## src/rtl/mem_responder.sv

```systemverilog
// mem_responder: word-addressed memory behind a valid/ready request channel
// and a valid/ready response channel. One request is in flight at a time;
// WAIT_CYCLES wait states separate acceptance from the array access.
// Ports:
//   clk, proc_rst              clock, async active-low reset
//   req_valid/req_ready        request handshake
//   req_write/addr/wdata       request fields, held stable by requester
//   rsp_valid/rsp_ready        response handshake
//   rsp_rdata/write/err        response fields, stable while rsp_valid
//   access_cnt                 count of completed response handshakes
module mem_responder #(
   parameter int ADDR_W      = 6,
   parameter int DATA_W      = 16,
   parameter int DEPTH       = 64,
   parameter int WAIT_CYCLES = 2
) (
   input  logic              clk,
   input  logic              proc_rst,
   input  logic              req_valid,
   input  logic              req_write,
   input  logic [ADDR_W-1:0] req_addr,
   input  logic [DATA_W-1:0] req_wdata,
   output logic              req_ready,
   output logic              rsp_valid,
   input  logic              rsp_ready,
   output logic [DATA_W-1:0] rsp_rdata,
   output logic              rsp_write,
   output logic              rsp_err,
   output logic [15:0]       access_cnt
);

   typedef enum logic [1:0] {
      ST_IDLE = 2'd0,
      ST_WAIT = 2'd1,
      ST_RESP = 2'd2
   } state_t;

   localparam logic [3:0]      WAIT_L  = 4'(WAIT_CYCLES);
   localparam logic [ADDR_W:0] DEPTH_C = (ADDR_W+1)'(DEPTH);

   state_t              state_q, state_d;
   logic [3:0]          wait_q, wait_d;
   logic [ADDR_W-1:0]   addr_q;
   logic [DATA_W-1:0]   wdata_q;
   logic                write_q;
   logic [DATA_W-1:0]   mem_q [DEPTH];

   logic                req_ready_q, req_ready_d;
   logic                rsp_valid_q, rsp_valid_d;
   logic [DATA_W-1:0]   rsp_rdata_q, rsp_rdata_d;
   logic                rsp_write_q, rsp_write_d;
   logic                rsp_err_q, rsp_err_d;
   logic [15:0]         access_cnt_q, access_cnt_d;

   logic                accept_s, access_s, rsp_hs_s, in_range_s, mem_we_s;
   logic [ADDR_W-1:0]   acc_addr_s;
   logic [DATA_W-1:0]   acc_wdata_s, rd_word_s;
   logic                acc_write_s;

   assign accept_s = req_valid & req_ready_q;
   assign rsp_hs_s = rsp_valid_q & rsp_ready;

   // With zero wait states the access happens on the acceptance edge, so the
   // live request fields are used in IDLE and the latched copy afterwards.
   assign acc_addr_s  = (state_q == ST_IDLE) ? req_addr  : addr_q;
   assign acc_wdata_s = (state_q == ST_IDLE) ? req_wdata : wdata_q;
   assign acc_write_s = (state_q == ST_IDLE) ? req_write : write_q;
   assign in_range_s  = ({1'b0, acc_addr_s} < DEPTH_C);
   assign mem_we_s    = access_s & acc_write_s & in_range_s;

   // Read mux over the implemented words; out-of-range addresses select none.
   always_comb begin
      rd_word_s = '0;
      for (int i = 0; i < DEPTH; i++) begin
         rd_word_s = rd_word_s | (mem_q[i] & {DATA_W{acc_addr_s == ADDR_W'(i)}});
      end
   end

   // State register and wait counter.
   always_ff @(posedge clk or negedge proc_rst) begin
      if (!proc_rst) begin
         state_q <= ST_IDLE;
         wait_q  <= 4'd0;
      end else begin
         state_q <= state_d;
         wait_q  <= wait_d;
      end
   end

   // Next-state logic; access_s marks the edge on which the array is touched.
   always_comb begin
      state_d  = state_q;
      wait_d   = wait_q;
      access_s = 1'b0;
      case (state_q)
         ST_IDLE: begin
            if (accept_s) begin
               if (WAIT_CYCLES == 0) begin
                  access_s = 1'b1;
                  state_d  = ST_RESP;
               end else begin
                  wait_d  = WAIT_L;
                  state_d = ST_WAIT;
               end
            end else begin
               state_d = ST_IDLE;
            end
         end
         ST_WAIT: begin
            wait_d = wait_q - 4'd1;
            // <= also recovers from a corrupted zero count
            if (wait_q <= 4'd1) begin
               wait_d   = 4'd0;
               access_s = 1'b1;
               state_d  = ST_RESP;
            end else begin
               state_d = ST_WAIT;
            end
         end
         ST_RESP: begin
            if (rsp_hs_s) begin
               state_d = ST_IDLE;
            end else begin
               state_d = ST_RESP;
            end
         end
         default: begin
            state_d = ST_IDLE;
            wait_d  = 4'd0;
         end
      endcase
   end

   // Output next-values; all outputs come straight from flops.
   always_comb begin
      req_ready_d  = (state_d == ST_IDLE);
      rsp_valid_d  = (state_d == ST_RESP);
      rsp_rdata_d  = rsp_rdata_q;
      rsp_write_d  = rsp_write_q;
      rsp_err_d    = rsp_err_q;
      access_cnt_d = access_cnt_q;
      if (access_s) begin
         rsp_write_d = acc_write_s;
         rsp_err_d   = ~in_range_s;
         rsp_rdata_d = (in_range_s && !acc_write_s) ? rd_word_s : '0;
      end else if (rsp_hs_s) begin
         rsp_err_d    = 1'b0;
         access_cnt_d = access_cnt_q + 16'd1;
      end else begin
         access_cnt_d = access_cnt_q;
      end
   end

   // Output registers.
   always_ff @(posedge clk or negedge proc_rst) begin
      if (!proc_rst) begin
         req_ready_q  <= 1'b0;
         rsp_valid_q  <= 1'b0;
         rsp_rdata_q  <= '0;
         rsp_write_q  <= 1'b0;
         rsp_err_q    <= 1'b0;
         access_cnt_q <= 16'd0;
      end else begin
         req_ready_q  <= req_ready_d;
         rsp_valid_q  <= rsp_valid_d;
         rsp_rdata_q  <= rsp_rdata_d;
         rsp_write_q  <= rsp_write_d;
         rsp_err_q    <= rsp_err_d;
         access_cnt_q <= access_cnt_d;
      end
   end

   // Request field capture on acceptance.
   always_ff @(posedge clk or negedge proc_rst) begin
      if (!proc_rst) begin
         addr_q  <= '0;
         wdata_q <= '0;
         write_q <= 1'b0;
      end else if (accept_s) begin
         addr_q  <= req_addr;
         wdata_q <= req_wdata;
         write_q <= req_write;
      end
   end

   // Word array; reset clears every word, which also discards a pending write.
   always_ff @(posedge clk or negedge proc_rst) begin
      if (!proc_rst) begin
         for (int i = 0; i < DEPTH; i++) begin
            mem_q[i] <= '0;
         end
      end else begin
         for (int i = 0; i < DEPTH; i++) begin
            if (mem_we_s && (acc_addr_s == ADDR_W'(i))) begin
               mem_q[i] <= acc_wdata_s;
            end
         end
      end
   end

   assign req_ready  = req_ready_q;
   assign rsp_valid  = rsp_valid_q;
   assign rsp_rdata  = rsp_rdata_q;
   assign rsp_write  = rsp_write_q;
   assign rsp_err    = rsp_err_q;
   assign access_cnt = access_cnt_q;

endmodule

```

## config.mk

```make
export PLATFORM = sky130hd
export DESIGN_NAME = mem_responder
export DESIGN_NICKNAME = d
export VERILOG_FILES = /design/src/rtl/mem_responder.sv
export SDC_FILE = /design/constraint.sdc
export NUM_CORES = 2
export LEC_CHECK = 0
export CAP_MARGIN = 20
export CORE_UTILIZATION = 35
export DETAILED_ROUTE_END_ITERATION = 10
export PLACE_DENSITY_LB_ADDON = 0.08
export SYNTH_ARGS = -nofsm -noshare
export SYNTH_HDL_FRONTEND = slang
export SYNTH_SLANG_ARGS = --single-unit
```

## constraint.sdc

```tcl
create_clock -name clk -period 3.1 [get_ports clk]
set_clock_uncertainty 0.2 [all_clocks]
set_input_delay 0.465 -clock clk [delete_from_list [all_inputs] [get_ports clk]]
set_output_delay 0.465 -clock clk [all_outputs]
set_load 0.02 [all_outputs]
```

Yosys cells after proc, flatten, opt, wreduce, memory -nomap -nowiden

Cells that the tools add are included.

Bitwise gates (word level): 132
Mux-type cells: 15
Add/sub/neg operators: 2
Div/mod/pow operators: 0
Order comparisons: 1
Shifts and indexed selects: 0
Equal/unequal tests: 67
Reductions and logical operators: 70
$mul: 0

Operators by type and width:

| operator                                            | number |
|---|---|
| AND 16 bit                                          | 64 |
| OR 16 bit                                           | 63 |
| == test 6 bit, second input constant                | 32 |
| == test 6 x 5 -> 1 bit, second input constant       | 16 |
| logical AND 1 bit                                   | 64 |
| == test 6 x 4 -> 1 bit, second input constant       | 8 |
| two-way mux 16 bit                                  | 2 |
| == test 6 x 3 -> 1 bit, second input constant       | 4 |
| adder 16 x 1 -> 16 bit, second input constant       | 1 |
| == test 6 x 2 -> 1 bit, second input constant       | 2 |
| case mux 4 bit (3 select lines)                     | 1 |
| two-way mux 4 bit                                   | 2 |
| == test 6 x 1 -> 1 bit, second input constant       | 1 |
| zero test 6 bit                                     | 1 |
| two-way mux 1 bit                                   | 6 |
| two-way mux 6 bit                                   | 1 |
| case mux 2 bit (3 select lines)                     | 1 |
| == test 2 bit, second input constant                | 2 |
| <= comparator 4 x 1 -> 1 bit, second input constant | 1 |
| zero test 2 bit                                     | 2 |
| two-way mux 2 bit                                   | 2 |
| AND reduction 2 bit                                 | 2 |
| subtractor 4 x 1 -> 4 bit, second input constant    | 1 |
| AND 1 bit                                           | 3 |
| other kinds (4)                                     | 5 |

Memories: 0
Bits in read-only memories: 0
Latch bits: 0
Logic and storage cells: 362
Memory bits (writable): 0
Register bits: 1089

Depth between registers and ports, before layout

Depth after elaboration: 68
Depth in mapped cells: 13
Gate-level depth less buffers: 9

Worst setup path after synthesis

Ideal clock, no wire load.

Path kind: register to register
From: reg state_q[1]
To: reg rsp_rdata_q[0], in the netlist rsp_rdata[0]
Required time: 2.776 ns
Period minus slack after synthesis: 2.711 ns
Library setup time: 0.124 ns
Stages on the path, launching flop included: 12
Setup slack: 0.389 ns
Arrival time: 2.387 ns
Cells stage by stage: dfrtp_1 buf_6 buf_6 o211ai_2 nand2_2 buf_6 and3_1 buf_6 a22oi_1 nand4_1 or4_1 o31a_1

Cells in the longest elaborated chain, start to end: 68
Elaborated cells between the ends (all ways): 197
Those cells by class: eq/ne: 64; mux: 4; bitwise: 127; reduce/logical: 2

Ends and longest elaborated chain:

| item                                                      | RTL line | text |
|---|---|---|
| from (decl)                                               | 41       | `state_t state_q, state_d;` |
| from (signal assigned)                                    | 85       | `state_q <= state_d;` |
| zero test 2 bit                                           | 65, 67   |  |
| two-way mux 6 bit                                         | 65       | `assign acc_addr_s = (state_q == ST_IDLE) ? req_addr : addr_q;` |
| == test 6 x 1 -> 1 bit or zero test 6 bit (tied branches) | 75       | `rd_word_s = rd_word_s \| (mem_q[i] & {DATA_W{acc_addr_s == ADDR_W'(i)}});` |
| AND 16 bit                                                | 75       |  |
| OR 16 bit (63 in series)                                  | 75       |  |
| two-way mux 16 bit                                        | 145      | `rsp_rdata_d = (in_range_s && !acc_write_s) ? rd_word_s : '0;` |
| to (signal assigned)                                      | 166      | `rsp_rdata_q <= rsp_rdata_d;` |
| to (decl)                                                 | 50       | `logic [DATA_W-1:0] rsp_rdata_q, rsp_rdata_d;` |

Several ways; a longest one is shown, not always the timed one.
A chain may end at the register's enable or synchronous reset.

Worst setup path after layout

From: reg state_q[1]
To: reg rsp_rdata_q[8], in the netlist rsp_rdata[8]

The elaborated chain is that of the path after synthesis.

==> impl_results.md <==
- NetSw: 0.01967 W
- Design Power: 0.05235 W
- Unrepaired setup endpoints after global routing: yes
- Largest buffer count on any clock path: 3
- Vias in the first global route: 39280
- Crit path max-delay family: simple AND/OR/NAND/NOR gates
- Commonest non-fill, non-tap cells in the layout: 1088 x dfrtp_1, 636 x a21oi_1, 620 x nor2_1
- CP most frequent cell: buf_12
- Internal: 0.03268 W
- Number of cells produced by synthesis: 4756
- Count of unresolved DRC violations after routing: 0
- Detailed-placement wirelength estimate: 163500 um
- Worst hold path type: input pin to register
- Type of origin of the critical path: register
- Routed length per instance: 34.88 um
- Initial DRT Pass Iterations: 8
- Minimum hold slack: 0.1094 ns
- Final design area excluding fillers: 62520 um^2
- Smallest setup slack after layout: -0.2249 ns
- Final critical-path share of the clock period: 107.3%
- Switching part of the total power: 37.57%
- Most common cell after layout, fill and taps aside: dfrtp_1
- Total routing resource utilization after global routing: 35.40%
- Multiplexer share of the synthesized area: 0.9279%
- Primary FF master, synth: dfrtp_1
- Number of enable-type register cells in the synthesized netlist: 0
- Number of placement rows: 133
- Maximum ir drop on the vdd rail: 0.6493 mV
- Leakage power: 27.94 nW
- Max-Slew Margin vs Limit: 41.84%
- Delay of the slowest cell on the worst path: 0.54 ns
- Post-synthesis area per instance: 9.753 um^2
- Total congestion overflow after global routing: 0
- Arrival time reported for the critical path endpoint: 3.77 ns
- Port-buffer cells: 61
- Final core area utilization: 47.56%
- Total wire length: 247300 um
- Via count: 42520
- Cell-by-cell listing of the critical path: buf_6 > nor2_8 > buf_12 > o21ai_4 > buf_6 > buf_12 > and3_2 > buf_12 > buf_12 > a22oi_1 > nand4_1 > nor4_4 > a31oi_1
- PD cells: 837.3 nW/um^2
- Fraction of power consumed by combinational cells: 33.2%
- Layout net count: 5255
- Post-Synthesis Net Count: 4786
- Fraction of the mapped netlist area in adder cells: 0.08092%
- Share of cells above drive strength 1: 23.82%
- Clock latency reported for the late side of the worst-skew pair: 0.78 ns
- Vias/cell: 5.999
- Wire length of the first global-routing pass: 329900 um
- Clock buffer count from CTS: 131
- Gp weighted congestion: 0.9838
- Simple-Gate Fraction of Synth Area: 14.60%
- Violation count after the first detailed-routing iteration: 5821
- Clock network power share: 30.4%
- Netlist area before placement: 46390 um^2
- CTS tree: done
- Reported max-cap violation count: 0
- Warning count from the yosys run: 0
- Post-place setup slack: -1.286 ns
- Max Transition Viols Final: 0
- Root buffer cell: clkbuf_16
- Outcome: finished, violations left
- Boundary Pins: 63
- Placed inst area: 54500 um^2
- Residual antenna-violating net count after detailed routing: 0
- Die Outline Area: 134000 um^2
- Deepest level of the CTS H-tree: 4
- Min cycle time layout: 3.325 ns
- Async set-or-reset flop fraction in the synthesized netlist: 100.0%
- Xor-xnor portion of the synthesized cell area: 0.2832%
- Critical Path Slowest Stage Cell: nor4_4
- Number of failing hold endpoints at the final stage: 0
- Core outline area: 131500 um^2
- Initial Util: 35.29%
- Maximum number of pins on one net before global-route repair: 129
- Final setup viols: 44
- Combinational family with the most area after synthesis: compound AO/OA/AOI/OAI gates
- Pin slew with the least headroom to its limit: 0.8725 ns
- Worst Path Max Fanout: 9
- Unique masters post-synth: 68
- Horizontal extent of the die: 366.1 um
- Startpoint-to-endpoint class of the critical path: register to register
- Reg clk slew, reported paths: 0.06 ns
- Violations in the final reports: negative setup slack
- Synth Register Bits: 1088
- Vert. Die Dim: 366.1 um
- # clock sinks: 1088
- Sequential Power Share: 36.4%
- Critical Path End Type: register
- Layout area overhead: 34.78%
- Fmax: 0.3008 GHz
- Synthesized-area fraction occupied by ao, oa, aoi and oai cells: 20.65%
- Crit path required time: 3.55 ns
- Buf/Inv on CP: 6
- Initial antenna violation count: 12
- Sequential element share of the synthesized area: 58.69%
-- cell families (layout without fill, tap and decap cells) --
family	after synthesis	in the layout
adders and majority gates	3	3
muxes	40	40
and+or+nand+nor	1513	1513
buffers and inverters	487	1058
DFF	1088	1088
other	1	7
xor gates and xnor gates	15	15
AOI/OAI and AO/OA	1609	1609
-- power by group through the flow --
| stage | Combinational (W) | Clock, W | Sequential [W] |
|---|---|---|---|
| after floorplan | 0.00653 | 0 | 0.0184 |
| after global placement | 0.0150 | 0 | 0.0191 |
| after detailed placement | 0.0151 | 0 | 0.0191 |
| after CTS | 0.0164 | 0.0161 | 0.0189 |
| after global routing | 0.0180 | 0.0166 | 0.0193 |
| final | 0.0174 | 0.0159 | 0.0190 |
-- per-layer routing --
layer | part of all wire [%] | vias up | global-route usage [%]
met2 | 42 | 2509 | 51.27
met1 | 41 | 21500 | 49.60
li1 | - | 17850 | -
met3 | 11 | 655 | 7.841
met5 | 0.030 | - | 0
met4 | 6.5 | 4 | 18.10
-- metrics by stage --
step	setup TNS (ns)	std cells
6_report	-2.146	7088
5_1_grt	-3.443	7083
4_1_cts	-1.115	7021
3_5_place_dp	-380.13	6717
3_3_place_gp	-360.76	6717
2_1_floorplan	0	4756
-- registers in the layout (all words and copies together), names as in the netlist, 2 cells and up --
signal      count
wait_q          4
rsp_rdata      16
state_q         2
mem_q        1024
wdata_q        16
access_cnt     16
addr_q          6
-- final cells by class --
cell class	count	area, um^2
Timing Repair Buffer	820	9945
Fill cell	12370	68940
Clock inverter	40	479.2
Clock buffer	195	3885
Inverter	3	11.26
Sequential cell	1088	27230
Multi-Input combinational cell	3181	18760
Tap cell	1755	2196
Antenna cell	6	15.01
-- synth_stat cells (all sizes together), types with 6 or more instances --
cell	instances	area (um^2)
or4	8	60.06
nand2	516	1954
a22oi	352	2643
and3	43	269.0
nor3	37	312.8
a222oi	9	90.09
a31oi	12	75.07
o22ai	20	125.1
o2bb2ai	10	87.58
and4	25	219.0
mux2	24	270.3
clkbuf	258	969.7
mux2i	16	160.2
a32oi	10	87.58
o21ai	433	2175
nor4	25	156.4
or4b	6	60.06
buf	226	1226
nand4	140	875.8
nor2	637	2407
nand3	31	155.2
a221oi	19	166.4
nand2b	7	43.79
a2bb2oi	11	96.34
a221o	8	80.08
xnor2	11	96.34
dfrtp	1088	27230
a22o	42	367.9
and2	28	175.2
a21oi	639	3202
o2111ai	9	78.83
-- worst paths after layout --
kind                                 from  slack, ns             end  depth (start not counted)
max                            state_q[1]      -0.22    rsp_rdata[8]                         13
max in group asynchronous        proc_rst       1.37     wdata_q[15]                          3
max reg2reg                    state_q[1]      -0.22    rsp_rdata[8]                         13
min in group asynchronous        proc_rst       0.22       mem_q[52]                          3
min                             req_write       0.11         write_q                          2
min reg2reg                access_cnt[15]       0.28  access_cnt[15]                          1
-- timing repair --
item | 4_1_cts | 5_1_grt
pin swaps | 91 | 69
buffers inserted | 67 | 45
cloned | 7 | 19
hold buffers | 2 | 0
setup endpoints to repair | 311 | 415
endpoints found under the hold margin | 601 | 0
resized for setup | 310 | 150
No activity file was read; power rests on OpenSTA's default activity.
